==> src/rtl/timing_pkg.sv <==
// Shared types and constants for the bunch-strobe acquisition sequencer.
// Optional build macro: STROBE_CHECK_EN enables the bunch-strobe count checker in timing_sequencer.
package timing_pkg;

    localparam int unsigned CFG_ADDR_W  = 3;
    localparam int unsigned CFG_DATA_W  = 16;
    localparam int unsigned CFG_DELAY_W = 16;
    localparam int unsigned WIN_W       = 8;
    localparam int unsigned WIN_CNT_W   = 9;

    typedef enum logic [2:0] {
        ST_IDLE    = 3'd0,
        ST_ARMED   = 3'd1,
        ST_DELAY   = 3'd2,
        ST_STORE   = 3'd3,
        ST_HOLDOFF = 3'd4
    } state_t;

    localparam logic [CFG_ADDR_W-1:0] ADDR_B1_STROBE      = 3'd0;
    localparam logic [CFG_ADDR_W-1:0] ADDR_B2_STROBE      = 3'd1;
    localparam logic [CFG_ADDR_W-1:0] ADDR_NO_BUNCHES     = 3'd2;
    localparam logic [CFG_ADDR_W-1:0] ADDR_NO_SAMPLES     = 3'd3;
    localparam logic [CFG_ADDR_W-1:0] ADDR_SAMPLE_SPACING = 3'd4;
    localparam logic [CFG_ADDR_W-1:0] ADDR_DELAY          = 3'd5;
    localparam logic [CFG_ADDR_W-1:0] ADDR_WIN_LEN        = 3'd6;

    localparam logic [7:0]       SPACING_RST = 8'd100;
    localparam logic [WIN_W-1:0] WIN_RST     = 8'd255;

    typedef struct packed {
        logic [7:0]             b1_strobe;
        logic [7:0]             b2_strobe;
        logic [1:0]             no_bunches;
        logic [3:0]             no_samples;
        logic [7:0]             sample_spacing;
        logic [CFG_DELAY_W-1:0] delay;
        logic [WIN_W-1:0]       win_len;
    } cfg_t;

    // A programmed window length of zero means the full 256-cycle window.
    function automatic logic [WIN_CNT_W-1:0] win_load(input logic [WIN_W-1:0] len);
        if (len == '0) begin
            return WIN_CNT_W'(256);
        end
        return WIN_CNT_W'(len);
    endfunction

endpackage

==> src/rtl/timing_cfg_regs.sv <==
// Shadow configuration bank written by software, copied to the active bank on an accepted trigger.
module timing_cfg_regs
    import timing_pkg::*;
(
    input  logic                  clk,
    input  logic                  rst,
    input  logic                  we,
    input  logic [CFG_ADDR_W-1:0] addr,
    input  logic [CFG_DATA_W-1:0] wdata,
    input  logic                  load,
    output cfg_t                  shadow,
    output cfg_t                  active
);

    // Software-visible shadow registers; unused addresses are ignored.
    always_ff @(posedge clk or posedge rst) begin
        if (rst) begin
            shadow                <= '0;
            shadow.sample_spacing <= SPACING_RST;
            shadow.win_len        <= WIN_RST;
        end else if (we) begin
            case (addr)
                ADDR_B1_STROBE:      shadow.b1_strobe      <= wdata[7:0];
                ADDR_B2_STROBE:      shadow.b2_strobe      <= wdata[7:0];
                ADDR_NO_BUNCHES:     shadow.no_bunches     <= wdata[1:0];
                ADDR_NO_SAMPLES:     shadow.no_samples     <= wdata[3:0];
                ADDR_SAMPLE_SPACING: shadow.sample_spacing <= wdata[7:0];
                ADDR_DELAY:          shadow.delay          <= CFG_DELAY_W'(wdata);
                ADDR_WIN_LEN:        shadow.win_len        <= wdata[WIN_W-1:0];
                default: ;
            endcase
        end
    end

    // Active bank only moves on load, so Timing sees stable config for the whole window.
    always_ff @(posedge clk or posedge rst) begin
        if (rst) begin
            active                <= '0;
            active.sample_spacing <= SPACING_RST;
        end else if (load) begin
            active <= shadow;
        end
    end

endmodule

==> src/rtl/timing_sequencer.sv <==
// Acquisition sequencer: trigger -> delay -> store_strb window -> holdoff -> re-arm or idle.
// Optional build macro: STROBE_CHECK_EN adds the bunch_strb edge counter behind bunch_err.
module timing_sequencer
    import timing_pkg::*;
#(
    parameter int unsigned DELAY_W = 16,
    parameter int unsigned HOLDOFF = 4
) (
    input  logic                  clk,
    input  logic                  rst,
    input  logic                  cfg_we,
    input  logic [CFG_ADDR_W-1:0] cfg_addr,
    input  logic [CFG_DATA_W-1:0] cfg_wdata,
    input  logic                  arm,
    input  logic                  auto_rearm,
    input  logic                  abort,
    input  logic                  trig,
    input  logic                  bunch_strb,
    output logic                  store_strb,
    output logic [7:0]            b1_strobe,
    output logic [7:0]            b2_strobe,
    output logic [1:0]            no_bunches,
    output logic [3:0]            no_samples,
    output logic [7:0]            sample_spacing,
    output logic                  busy,
    output logic                  done,
    output logic [15:0]           win_count,
    output logic                  trig_overrun,
    output logic                  bunch_err
);

    localparam int unsigned HOLD_W = (HOLDOFF > 1) ? $clog2(HOLDOFF) : 1;

    state_t               state, state_n;
    logic                 trig_d, trig_rise;
    logic [DELAY_W-1:0]   dly_cnt;
    logic [WIN_CNT_W-1:0] win_cnt;
    logic [HOLD_W-1:0]    hold_cnt;
    logic                 load_c, start_store_c, end_store_c, clr_flags_c, set_ovr_c;
    cfg_t                 shadow, active;
    logic                 unused_cfg;

    timing_cfg_regs u_cfg_regs (
        .clk    (clk),
        .rst    (rst),
        .we     (cfg_we),
        .addr   (cfg_addr),
        .wdata  (cfg_wdata),
        .load   (load_c),
        .shadow (shadow),
        .active (active)
    );

    assign b1_strobe      = active.b1_strobe;
    assign b2_strobe      = active.b2_strobe;
    assign no_bunches     = active.no_bunches;
    assign no_samples     = active.no_samples;
    assign sample_spacing = active.sample_spacing;
    assign unused_cfg     = ^{shadow, active.delay};

    assign trig_rise = trig & ~trig_d;

    always_ff @(posedge clk or posedge rst) begin
        if (rst) begin
            trig_d <= 1'b0;
        end else begin
            trig_d <= trig;
        end
    end

    always_ff @(posedge clk or posedge rst) begin
        if (rst) begin
            state <= ST_IDLE;
        end else begin
            state <= state_n;
        end
    end

    // Next state and per-cycle control strobes; abort overrides every transition.
    always_comb begin
        state_n       = state;
        load_c        = 1'b0;
        start_store_c = 1'b0;
        end_store_c   = 1'b0;
        clr_flags_c   = 1'b0;
        set_ovr_c     = trig_rise &&
                        (state == ST_DELAY || state == ST_STORE || state == ST_HOLDOFF);
        if (abort) begin
            state_n = ST_IDLE;
        end else begin
            case (state)
                ST_IDLE: begin
                    if (arm) begin
                        state_n     = ST_ARMED;
                        clr_flags_c = 1'b1;
                    end
                end
                ST_ARMED: begin
                    if (trig_rise) begin
                        state_n = ST_DELAY;
                        load_c  = 1'b1;
                    end
                end
                ST_DELAY: begin
                    if (dly_cnt == '0) begin
                        state_n       = ST_STORE;
                        start_store_c = 1'b1;
                    end
                end
                ST_STORE: begin
                    if (win_cnt == WIN_CNT_W'(1)) begin
                        state_n     = ST_HOLDOFF;
                        end_store_c = 1'b1;
                    end
                end
                ST_HOLDOFF: begin
                    if (hold_cnt == '0) begin
                        state_n = auto_rearm ? ST_ARMED : ST_IDLE;
                    end
                end
                default: state_n = ST_IDLE;
            endcase
        end
    end

    // Delay, window and holdoff down-counters.
    always_ff @(posedge clk or posedge rst) begin
        if (rst) begin
            dly_cnt  <= '0;
            win_cnt  <= '0;
            hold_cnt <= '0;
        end else begin
            if (load_c) begin
                dly_cnt <= DELAY_W'(shadow.delay);
            end else if (state == ST_DELAY && dly_cnt != '0) begin
                dly_cnt <= dly_cnt - DELAY_W'(1);
            end
            if (start_store_c) begin
                win_cnt <= win_load(active.win_len);
            end else if (state == ST_STORE) begin
                win_cnt <= win_cnt - WIN_CNT_W'(1);
            end
            if (end_store_c) begin
                hold_cnt <= HOLD_W'(HOLDOFF - 1);
            end else if (state == ST_HOLDOFF && hold_cnt != '0) begin
                hold_cnt <= hold_cnt - HOLD_W'(1);
            end
        end
    end

    // Registered outputs decoded from the next state so they align with the state register.
    always_ff @(posedge clk or posedge rst) begin
        if (rst) begin
            store_strb   <= 1'b0;
            busy         <= 1'b0;
            done         <= 1'b0;
            win_count    <= '0;
            trig_overrun <= 1'b0;
        end else begin
            store_strb <= (state_n == ST_STORE);
            busy       <= (state_n == ST_DELAY) || (state_n == ST_STORE) ||
                          (state_n == ST_HOLDOFF);
            done       <= end_store_c;
            if (end_store_c) begin
                win_count <= win_count + 16'd1;
            end
            if (clr_flags_c) begin
                trig_overrun <= 1'b0;
            end else if (set_ovr_c) begin
                trig_overrun <= 1'b1;
            end
        end
    end

`ifdef STROBE_CHECK_EN
    logic       bs_d, bedge, in_win;
    logic [2:0] bcnt, bcnt_nx;
    logic [1:0] post;

    // Edges are counted through STORE plus two trailing cycles of Timing pipeline latency.
    assign bedge   = bunch_strb & ~bs_d;
    assign in_win  = (state == ST_STORE) || (post != 2'd0);
    assign bcnt_nx = (bedge && in_win && bcnt != 3'd7) ? bcnt + 3'd1 : bcnt;

    always_ff @(posedge clk or posedge rst) begin
        if (rst) begin
            bs_d      <= 1'b0;
            bcnt      <= '0;
            post      <= '0;
            bunch_err <= 1'b0;
        end else begin
            bs_d <= bunch_strb;
            if (load_c) begin
                bcnt <= '0;
            end else begin
                bcnt <= bcnt_nx;
            end
            if (abort) begin
                post <= '0;
            end else if (end_store_c) begin
                post <= 2'd2;
            end else if (post != 2'd0) begin
                post <= post - 2'd1;
            end
            if (clr_flags_c) begin
                bunch_err <= 1'b0;
            end else if (post == 2'd1 && !abort && bcnt_nx != {1'b0, active.no_bunches}) begin
                bunch_err <= 1'b1;
            end
        end
    end
`else
    logic unused_bunch_strb;
    assign unused_bunch_strb = bunch_strb;
    assign bunch_err         = 1'b0;
`endif

endmodule
==> config.mk <==
export PLATFORM = sky130hd
export DESIGN_NAME = timing_sequencer
export DESIGN_NICKNAME = d
export VERILOG_FILES = /design/src/rtl/timing_pkg.sv /design/src/rtl/timing_cfg_regs.sv /design/src/rtl/timing_sequencer.sv
export SDC_FILE = /design/constraint.sdc
export NUM_CORES = 1
export LEC_CHECK = 0
export BUFFER_PORTS_ARGS = -buffer_cell sky130_fd_sc_hd__buf_2
export CAP_MARGIN = 20
export CORE_MARGIN = 2
export CORE_UTILIZATION = 60
export DETAILED_ROUTE_END_ITERATION = 7
export HOLD_SLACK_MARGIN = 0.03
export PLACE_DENSITY = 0.86
export SETUP_SLACK_MARGIN = 0.4
export SYNTH_ARGS = -nofsm -noshare
export SYNTH_HDL_FRONTEND = slang
export SYNTH_SLANG_ARGS = --single-unit
==> constraint.sdc <==
create_clock -name clk -period 11.33 [get_ports clk]
set_clock_uncertainty 0.1 [all_clocks]
set_input_delay 1.6995 -clock clk [delete_from_list [all_inputs] [get_ports clk]]
set_output_delay 1.6995 -clock clk [all_outputs]
set_load 0.005 [all_outputs]
; Word level (Yosys, flattened, before mapping)
; Index checks and enable logic that the tools add are counted.
[totals]
ff_bits = 143
in_bits = 27
out_inout_bits = 51
elab_cells = 100
[classes]
add_sub_neg = 4
n_eq_ne = 14
muxes = 32
bitwise_logic = 2
reduce_logical = 25
[op_table]
columns = cell, n
row1 = $mux 9, 4
row2 = $mux 16, 2
row3 = $eq 3x2->1 const B, 6
row4 = $mux 3, 6
row5 = $mux 1, 17
row6 = $add 16x1->16 const B, 1
row7 = $logic_not 16->1, 1
row8 = $reduce_bool 16->1, 1
row9 = $sub 16x1->16 const B, 1
row10 = $eq 3x3->1 const B, 5
row11 = $pmux 3 s5, 1
row12 = $reduce_and 2->1, 7
row13 = $reduce_bool 2->1, 5
row14 = $eq 9x1->1 const B, 1
row15 = $sub 9x1->9 const B, 1
row16 = $logic_not 8->1, 1
row17 = $eq 3x1->1 const B, 2
row18 = $logic_not 3->1, 2
row19 = $logic_or 1x1->1, 4
row20 = $mux 2, 2
row21 = $logic_and 1x1->1, 3
row22 = $logic_not 2->1, 1
row23 = $sub 2x1->2 const B, 1
row24 = $and 1x1->1, 1
row25 = $not 1->1, 1

; Logic depth before layout (Yosys ltp)
; Gate-level depths: netlist (run 1).
[depth]
ltp_word = 8
depth_mapped = 8
ltp_nobuf = 7

; Cells and area by module
; From an unflattened synthesis (run 1), not the netlist that was laid out.
[hier_totals]
hier_cells = 533
area_unflattened_um2 = 6820.3
[modules_own_cells]
columns = module, instances, cells_each, area_each_um2, seq_area_each_um2
row1 = timing_cfg_regs, 1, 234, 4082.7, 2720.1
row2 = timing_sequencer, 1, 299, 2737.6, 1276.2

; Least setup slack after synthesis (run 1)
; No wires, ideal clock.
[synth_path]
kind = input -> register
startpoint = input port abort
endpoint = register dly_cnt[9]
setup_ns = 0.083
t_arrival_ns = 2.947
required_ns = 11.147
slack_ns = 8.200
cell_stages = 5
n_path_buf = 2
cell_sequence = clkbuf_1 -> nor4_2 -> clkbuf_1 -> a22oi_1 -> o21ai_0
[synth_between]
elab_chain_cells = 2
word_cells_on_any_way = 3
cone_classes = mux: 2 / reduce/logical: 1
[synth_lines]
columns = element, line_no
row1 = start: declaration, timing_sequencer.sv:16  ; input logic abort,
row2 = $mux 1 (*), timing_sequencer.sv:88  ; if (abort) begin
row3 = $mux 16 / $reduce_bool 2->1 (equally long branches), --
row4 = end signal: assignment, timing_sequencer.sv:134  ; dly_cnt <= DELAY_W'(shadow.delay);
row5 = end signal: assignment, timing_sequencer.sv:136  ; dly_cnt <= dly_cnt - DELAY_W'(1);
row6 = end: declaration, timing_sequencer.sv:36  ; logic [DELAY_W-1:0] dly_cnt;
; Every way passes the cells marked *; elsewhere a longest branch is shown, timed or not.
; A chain may end at the register's enable or synchronous reset.

; Worst setup path after layout (run 1)
[layout_path]
startpoint = register u_cfg_regs.active[26] (netlist name)
endpoint = output port sample_spacing[2]
[layout_rtl]
columns = element, line_no
row1 = end: declaration, timing_sequencer.sv:24  ; output logic [7:0] sample_spacing,
; No word-level cell between the ends.

==> results of run 1 <==
registers in the layout, summed over array words and instances, names as in the netlist:
| register | flops |
|---|---|
| busy | 1 |
| trig_overrun | 1 |
| u_cfg_regs.shadow | 54 |
| win_count | 16 |
| u_cfg_regs.active | 38 |
| trig_d | 1 |
| state | 3 |
| store_strb | 1 |
| hold_cnt | 2 |
| done | 1 |
| win_cnt | 9 |
| dly_cnt | 16 |
area by class of cell:
type                    count  area share (%)
inverters                  12           0.685
clock inverters            12            1.82
flip-flops and latches    143            49.2
multi-input cells         387            34.4
clock buffers              20            6.10
repair buffers             78            5.45
well taps                 136            2.33
synthesized netlist by cell type (10+ instances only):
| cell | number | area share (%) |
|---|---|---|
| o21ai_1 | 12 | 0.93 |
| dfstp_2 | 14 | 5.7 |
| dfrtp_1 | 129 | 50 |
| nand2_1 | 140 | 8.1 |
| mux2_2 | 54 | 9.4 |
| xor2_1 | 11 | 1.5 |
| xnor2_1 | 13 | 1.8 |
| nor2_1 | 25 | 1.5 |
| nand3_1 | 17 | 1.3 |
| clkbuf_1 | 16 | 0.93 |
| a21oi_1 | 10 | 0.77 |
| buf_4 | 31 | 3.6 |
| inv_1 | 12 | 0.70 |
worst max-delay path by stage:
stage,startpoint,to,depth (start not counted)
3_3_place_gp,cfg_addr[1],u_cfg_regs.shadow[16]$_DFFE_PP0P_,3
3_5_place_dp,cfg_addr[1],u_cfg_regs.shadow[19]$_DFFE_PP0P_,3
6_report,u_cfg_regs.active[26]$_DFFE_PP1P_,sample_spacing[2],1
5_1_grt,u_cfg_regs.active[26]$_DFFE_PP1P_,sample_spacing[2],1
2_1_floorplan,rst,busy$_DFF_PP0_,1
4_1_cts,u_cfg_regs.active[26]$_DFFE_PP1P_,sample_spacing[2],1
metal layers:
layer  vias up  wire length (um)
met2       149              6840
met5         -                 0
met4         0               177
li1       2092                 -
met3        18               707
met1      2263              5530
per-stage QoR:
stage / hold WS (ns) / total power, mW
after global routing: 0.374 / 1.59
after global placement: 0.347 / 0.955
after CTS: 0.360 / 1.53
after floorplan: 0.333 / 0.926
final: 0.357 / 1.52
after detailed placement: 0.347 / 0.979
cells by family after synthesis:
logic type | synth area share, %
AND/OR/NAND/NOR | 19.0
AO/OA/AOI/OAI | 5.60
adder cells (fa/ha/maj) | 0.968
flip-flops | 55.6
other | 0.0580
multiplexers | 9.89
buffers and inverters | 5.60
XOR/XNOR | 3.25
power by group through the flow:
stage / Clock [mW] / Sequential, mW / Combinational (mW)
finish: 0.542 / 0.728 / 0.253
global route: 0.569 / 0.741 / 0.284
CTS: 0.548 / 0.726 / 0.255
detailed placement: 0 / 0.730 / 0.249
global placement: 0 / 0.721 / 0.234
floorplan: 0 / 0.705 / 0.221
==> impl_metrics.csv, run 1 <==
group,metric,value,unit
run_status,outcome,"completed",
routing,detail_route.vias_per_cell,5.74,
clocking,cts.sinks,143,
worst_setup_path,cp_max_fo,2,
hold_path,hp-start,"u_cfg_regs.active[26]$_DFFE_PP1P_",
power,ir_drop,0.138,mV
power,power.share.clock,35.6,%
finish,fin_area,0.00731,sq mm
global_route,grt_pass1_vias,4457,
clocking,cts_buffer_depth,2,
finish,area_growth,13.0,%
logic_synthesis,postSynthCellCount,594,
routing,wl_per_cell,16.8,um
logic_synthesis,ys_ff_latch,143,
routing,num_vias,4522,
placed_design,portBuffers,75,
routing,drc,0,
hold_path,holdPathEnd,"u_cfg_regs.active[26]$_DFFE_PP1P_",
clocking,cts_resized,0,
timing,finalHoldViolations,0,
worst_setup_path,crit_path_end_kind,"output port",
timing,timing.slew.headroom,39.0,%
finish,instances_no_fill,788,
hold_path,hold_path_depth,2,
global_route,overflow,0,
power,p_leak,3.45,nW
clocking,cts_made_buffers,17,
floorplan,die_x,108,um
worst_setup_path,critical_path_class,"reg -> out",
logic_synthesis,synth_cell_types,55,
finish,multi_input_area,0.00251,sq mm
logic_synthesis,synth_edf_count,0,
timing,fmax,338,MHz
global_route,grt_pass1_wl,21800,um
timing,setup_viol,0,
finish,layout_common_cells,"140 x nand2_1, 129 x dfrtp_1, 75 x buf_2",
worst_setup_path,max_stage_delay,0.52,ns
finish,num_antenna_cells,0,
timing,rsz0062_at_grt,"no",
clocking,clock_latency,0.52,ns
worst_setup_path,r2r-start,"dly_cnt[2]$_DFFE_PP0P_",
flow_run,cap_violations,0,
clocking,cts_tree,"done",
global_route,met2_usage,40.7,%
worst_setup_path,path_cells,"buf_2",
timing,worst_pin_slew,0.910,ns
clocking,cts.reportedPaths.clkPinSlew,0.06,ns
clocking,cts_hold_buf,0,
floorplan,die_y,108,um
timing,layout_min_cycle_time,2.96,ns
floorplan,rows,37,
worst_setup_path,cpLargestDelayFamily,"flip-flops",
routing,dr.first_iter.drc_count,413,
placed_design,placed_cells,756,
worst_setup_path,rr_endpoint,"win_cnt[1]$_DFFE_PP0P_",
global_route,gr-usage-met1,31.3,%
routing,routed_wirelength,13200,um
finish,nNetsFinal,671,
worst_setup_path,rr_worst_depth,5,
global_route,grtUsageTotal,24.4,%
timing,maxSlewViolCount,0,
timing,fin_ws,8.37,ns
floorplan,core,0.0104,sq mm
global_route,busiest_layer,"met2",
worst_setup_path,cp.required,9.53,ns
hold_path,hp-class,"reg -> reg",
worst_setup_path,cp.arrival,1.16,ns
worst_setup_path,startpoint_type,"flip-flop",
power,swShare,28.8,%
finish,final-seq-area,0.00360,sq mm
logic_synthesis,synth-main-ff-cell,"dfrtp_1",
placed_design,dpl.hpwl,8540,um
placed_design,dp_slack,7.90,ns
floorplan,die-area,0.0116,sq mm
power,switchingPower,0.438,mW
clocking,post_cts_buffers,0,
finish,final_common_cell,"nand2_1",
finish,fin_util,70.5,%
routing,antenna_left,0,
floorplan,ios,78,
placed_design,placed_area,0.00673,sq mm
clocking,cts_root_buf,"clkbuf_8",
finish,fill_cells,715,
power,pwr-share-seq,47.8,%
worst_setup_path,crit_slowest_cell,"dfstp_2",
logic_synthesis,syn_nets,626,
logic_synthesis,ys_warn_count,0,
global_route,grt_max_degree,82,
routing,first_pass_iters,5,
timing,finalCritPeriodShare,26.1,%
logic_synthesis,ys_seq_area_share,55.6,%
finish,drive_gt1_share,29.4,%
worst_setup_path,r2r_slack,8.76,ns
logic_synthesis,syn-cell-area,0.00646,sq mm
global_route,use_met3,6.05,%
timing,fin_setup_tns,0,ns
worst_setup_path,path_buf_inv,1,
power,p_int,1.08,mW
placed_design,gp_congestion,0.814,
power,pwr-share-comb,16.6,%
floorplan,initial_core_util,62.3,%
logic_synthesis,async_reset_ff_share,100,%
power,power.density,208,mW/mm^2
global_route,antenna_found_initial,0,
logic_synthesis,synth_area_per_cell,10.9,sq um
clocking,cts.htree.levels,4,
(Power assumes the default switching activity.)
==> run 2: changes to the inputs <==
- CORE_UTILIZATION: 60 -> 58
- PLACE_DENSITY: 0.86 -> 0.84
- clock period: 11.33 -> 2.75 ns (I/O delays scaled with it)
==> impl_metrics.csv, run 2 (synthesis gave the netlist of run 1 again) <==
group,metric,value,unit
floorplan,rows,38,
clocking,cts_made_buffers,17,
timing,setup_viol,0,
clocking,clock_latency,0.52,ns
timing,fin_ws,0.443,ns
floorplan,core,0.0108,sq mm
timing,worst_pin_slew,0.892,ns
worst_setup_path,crit_slowest_cell,"dfrtp_1",
floorplan,die-area,0.0120,sq mm
timing,maxSlewViolCount,0,
floorplan,die_y,110,um
finish,largest_reg_flops,54,
global_route,overflow,0,
worst_setup_path,worstSetupStartpoint,"state[2]$_DFF_PP0_",
worst_setup_path,path_common_cell,"or3_1",
placed_design,placed_cells,765,
floorplan,initial_core_util,59.6,%
timing,finalHoldViolations,10,
global_route,antenna_found_initial,0,
global_route,grt_pass1_wl,22800,um
routing,num_vias,4590,
clocking,cts.htree.levels,4,
finish,reg_top3,"u_cfg_regs.shadow x54, u_cfg_regs.active x38",
run_status,outcome,"finished with violations",
timing,fmax,433,MHz
clocking,cts.reportedPaths.clkPinSlew,0.06,ns
timing,finalCritPeriodShare,83.9,%
routing,detail_route.vias_per_cell,5.67,
global_route,grt_max_degree,144,
worst_setup_path,cp.required,3.09,ns
finish,top_register,"u_cfg_regs.shadow",
worst_setup_path,cp.arrival,2.65,ns
routing,dr.first_iter.drc_count,431,
power,power.density,860,mW/mm^2
finish,final_common_cell,"nand2_1",
global_route,grtUsageTotal,24.7,%
placed_design,gp_congestion,0.792,
global_route,grt_pass1_vias,4700,
finish,nNetsFinal,689,
placed_design,dp_slack,0.405,ns
flow_run,cap_violations,0,
floorplan,ios,78,
worst_setup_path,crit_path_end_kind,"flip-flop",
power,ir_drop,0.592,mV
timing,timing.slew.headroom,40.2,%
finish,fill_cells,767,
finish,area_growth,17.0,%
routing,drc,0,
placed_design,dpl.hpwl,8690,um
timing,layout_min_cycle_time,2.31,ns
finish,num_antenna_cells,0,
finish,instances_no_fill,810,
routing,wl_per_cell,17.3,um
finish,layout_common_cells,"140 x nand2_1, 129 x dfrtp_1, 75 x buf_2",
worst_setup_path,max_stage_delay,0.55,ns
worst_setup_path,cp_max_fo,14,
run_status,violations,"hold timing",
clocking,cts.sinks,143,
routing,first_pass_iters,5,
placed_design,placed_area,0.00679,sq mm
worst_setup_path,r2r-start,"state[2]$_DFF_PP0_",
clocking,cts_root_buf,"clkbuf_8",
timing,timing.hold.ws,-0.00827,ns
hold_path,hp-class,"in -> async",
routing,antenna_left,0,
finish,drive_gt1_share,30.3,%
finish,fin_area,0.00756,sq mm
worst_setup_path,critical_path_class,"reg -> reg",
routing,routed_wirelength,14000,um
timing,rsz0062_at_grt,"yes",
worst_setup_path,startpoint_type,"flip-flop",
clocking,cts_tree,"done",
power,p_leak,3.55,nW
worst_setup_path,cpLargestDelayFamily,"simple AND/OR/NAND/NOR gates",
clocking,cts_buffer_depth,2,
worst_setup_path,path_buf_inv,0,
timing,fin_setup_tns,0,ns
placed_design,portBuffers,75,
worst_setup_path,path_cells,"or3b_4 > or3_1 > or2_0 > or3_1 > a21oi_1",
floorplan,die_x,110,um
run 2: cell types whose count changed in the layout (fill, tap and decap cells not counted), sizes merged:
| cell | delta |
|---|---|
| buf | +9 |
| dlygate4sd3 | +9 |
| bufinv | +2 |
| clkinvlp | +2 |
| inv | -2 |
| clkbuf | -1 |
| clkinv | -1 |
run 2: metrics by stage:
step                total power [mW]  util [%]
floorplan                       3.81         -
global placement                3.95      62.7
detailed placement              4.05      62.7
CTS                             6.49      69.3
global route                    6.80      69.7
finish                          6.50      69.7
run 2: final cells by class:
type / count / area (sq um) / area share, %
Sequential cell: 143 / 3600 / 47.6
Multi-Input combinational cell: 387 / 2540 / 33.6
Timing Repair Buffer: 96 / 581 / 7.68
Clock buffer: 19 / 432 / 5.71
Clock inverter: 13 / 186 / 2.47
Tap cell: 140 / 175 / 2.32
Inverter: 12 / 48.8 / 0.645
run 2: final timing paths:
kind | end | slack (ns) | depth (start not counted)
min in group clk | u_cfg_regs.shadow[4]$_DFFE_PP1P_ | 0.11 | 2
max | dly_cnt[8]$_DFFE_PP0P_ | 0.44 | 5
min | u_cfg_regs.active[33]$_DFFE_PP0P_ | -0.008 | 3
max reg2reg | dly_cnt[8]$_DFFE_PP0P_ | 0.44 | 5
max in group asynchronous | win_cnt[2]$_DFFE_PP0P_ | 1.98 | 3
min reg2reg | u_cfg_regs.active[26]$_DFFE_PP1P_ | 0.37 | 2
run 2: timing repair:
action / in CTS / in global routing
hold endpoints to repair: 9 / 0
resized for setup: 1 / 4
pin swaps: 0 / 1
buffers inserted: 0 / 4
hold buffers: 9 / 0
endpoints found under the setup margin: 1 / 14
run 2: power breakdown:
part	switching [mW]	internal, mW	leakage [nW]	total (mW)
logic	0.568	0.525	1.49	1.09
clock network	0.900	1.50	0.291	2.40
registers	0.387	2.62	1.77	3.01
total	1.85	4.65	3.55	6.50
run 2: metal layers:
metal  vias to the layer above  share of wire, %  GRT usage (%)
met4                         0               1.7           8.23
met3                        29               4.4           5.81
li1                       2129                 -              -
met5                         -                 0              0
met1                      2292                42           31.0
met2                       140                52           42.4
run 2: worst min-delay path, delay by kind of cell:
family	cells	cell delay, ns
buffers and inverters	3	0.69
==> run 3: changes to the inputs <==
- CORE_UTILIZATION: 58 -> 52
- PLACE_DENSITY: 0.84 -> 0.79
- clock period: 2.75 -> 2 ns (I/O delays scaled with it)
==> impl_metrics.csv, run 3 (synthesis gave the netlist of run 1 again) <==
group,metric,value,unit
run_status,outcome,"finished with violations",
run_status,violations,"setup timing",
floorplan,rows,40,
routing,antenna_left,0,
finish,drive_gt1_share,54.1,%
flow_run,cap_violations,0,
timing,timing.hold.ws,0.0957,ns
finish,top_register,"u_cfg_regs.shadow",
hold_path,hp-class,"in -> reg",
finish,largest_reg_flops,54,
finish,final_common_cell,"dfrtp_1",
worst_setup_path,startpoint_type,"flip-flop",
routing,num_vias,5336,
timing,fmax,469,MHz
power,ir_drop,0.690,mV
clocking,cts_made_buffers,17,
placed_design,gp_congestion,0.833,
floorplan,initial_core_util,53.6,%
power,p_leak,4.34,nW
hold_path,hp-start,"cfg_wdata[7]",
worst_setup_path,path_buf_inv,1,
clocking,cts.htree.levels,4,
timing,setup_viol,10,
clocking,cts_tree,"done",
worst_setup_path,critical_path_class,"reg -> reg",
global_route,grt_max_degree,56,
routing,detail_route.vias_per_cell,5.83,
global_route,antenna_found_initial,0,
worst_setup_path,cpLargestDelayFamily,"simple AND/OR/NAND/NOR gates",
timing,finalCritPeriodShare,107,%
timing,maxSlewViolCount,0,
clocking,clock_latency,0.43,ns
worst_setup_path,cp_max_fo,3,
timing,fin_setup_tns,-0.327,ns
global_route,grt_pass1_vias,5206,
floorplan,die-area,0.0133,sq mm
routing,first_pass_iters,6,
floorplan,die_y,115,um
finish,area_growth,41.3,%
timing,finalHoldViolations,0,
worst_setup_path,cp.required,2.21,ns
timing,worst_pin_slew,0.570,ns
routing,wl_per_cell,20.7,um
clocking,cts_root_buf,"clkbuf_16",
floorplan,ios,78,
finish,fin_util,75.7,%
timing,fin_ws,-0.133,ns
global_route,overflow,0,
timing,layout_min_cycle_time,2.13,ns
worst_setup_path,r2r-start,"dly_cnt[3]$_DFFE_PP0P_",
placed_design,dpl.hpwl,9110,um
finish,layout_common_cells,"127 x dfrtp_1, 75 x buf_2, 70 x nand2_1",
clocking,cts_buffer_depth,2,
routing,routed_wirelength,18900,um
floorplan,core,0.0121,sq mm
finish,nNetsFinal,767,
worst_setup_path,path_cells,"or4_4 > nor4_4 > buf_4 > nand3b_1 > xor2_1 > o21ai_1",
floorplan,die_x,115,um
timing,rsz0062_at_grt,"yes",
finish,num_antenna_cells,0,
routing,drc,0,
clocking,cts.reportedPaths.clkPinSlew,0.06,ns
worst_setup_path,crit_path_end_kind,"flip-flop",
worst_setup_path,crit_slowest_cell,"or4_4",
worst_setup_path,max_stage_delay,0.57,ns
routing,dr.first_iter.drc_count,349,
global_route,grt_pass1_wl,26200,um
clocking,cts.sinks,143,
global_route,grtUsageTotal,25.6,%
power,power.density,1040,mW/mm^2
worst_setup_path,cp.arrival,2.34,ns
timing,timing.slew.headroom,61.6,%
finish,reg_top3,"u_cfg_regs.shadow x54, u_cfg_regs.active x38",
placed_design,portBuffers,75,
worst_setup_path,worstSetupStartpoint,"dly_cnt[3]$_DFFE_PP0P_",
==> run 3: cell types whose count changed in the layout (fill, tap and decap cells not counted), moves of 9 or more <==
cell | before | now
nand2_1 | 140 | 70
nand2_2 | 0 | 41
buf_4 | 10 | 45
nand2_4 | 0 | 29
buf_6 | 0 | 26
nand3_1 | 17 | 8
==> run 3: final timing paths <==
check	endpoint	slack (ns)	cells after the start
worst max register to register	dly_cnt[11]$_DFFE_PP0P_	-0.13	6
worst max-delay path	dly_cnt[11]$_DFFE_PP0P_	-0.13	6
min in group asynchronous	u_cfg_regs.shadow[9]$_DFFE_PP0P_	0.27	3
worst min register to register	u_cfg_regs.active[26]$_DFFE_PP1P_	0.36	2
max in group asynchronous	win_count[9]$_DFFE_PP0P_	0.74	4
worst min-delay path	u_cfg_regs.shadow[45]$_DFFE_PP0P_	0.1	2
==> run 3: worst reg2reg max path, stage by stage (launching register included) <==
cell and delay [ns]:
dfrtp_2 0.43, or4_4 0.57, nor4_4 0.34, buf_4 0.18, nand3b_1 0.10, xor2_1 0.19, o21ai_1 0.09
==> run 3: cell type report <==
cell class | count | area, sq um
sequential | 143 | 3600
multi-input combinational | 387 | 3210
fill | 697 | 2930
timing repair buffer | 174 | 1510
clock buffer | 23 | 468
tap | 168 | 210
clock inverter | 9 | 86.3
inverter | 12 | 48.8
==> run 3: power breakdown <==
part	internal, mW	leakage (nW)	switching, mW
logic	1.09	2.31	1.09
clock network	1.77	0.256	1.23
registers	3.62	1.77	0.669
==> run 3: what timing repair did <==
action,in CTS,in global routing
pin swaps,36,89
buffers inserted,30,18
resized for setup,57,139
gates cloned,7,4
setup endpoints to repair,56,88
hold buffers,10,0
endpoints found under the hold margin,64,0
==> run 3: through the flow <==
step | setup WS (ns) | instance area [sq um] | instances | power [mW]
after global routing | -0.181 | 9130 | 916 | 9.86
final | -0.133 | 9130 | 916 | 9.48
after detailed placement | -0.0457 | 7120 | 815 | 5.74
after global placement | 0.0253 | 7120 | 815 | 5.60
after floorplan | -0.180 | 6620 | 594 | 5.35
after CTS | 0.00555 | 8410 | 894 | 8.90
==> run 3: routing by layer <==
layer	wire length, um	global-route usage [%]
met5	0	0
met1	7270	31.6
met2	9910	43.9
met4	592	10.3
met3	1150	5.65
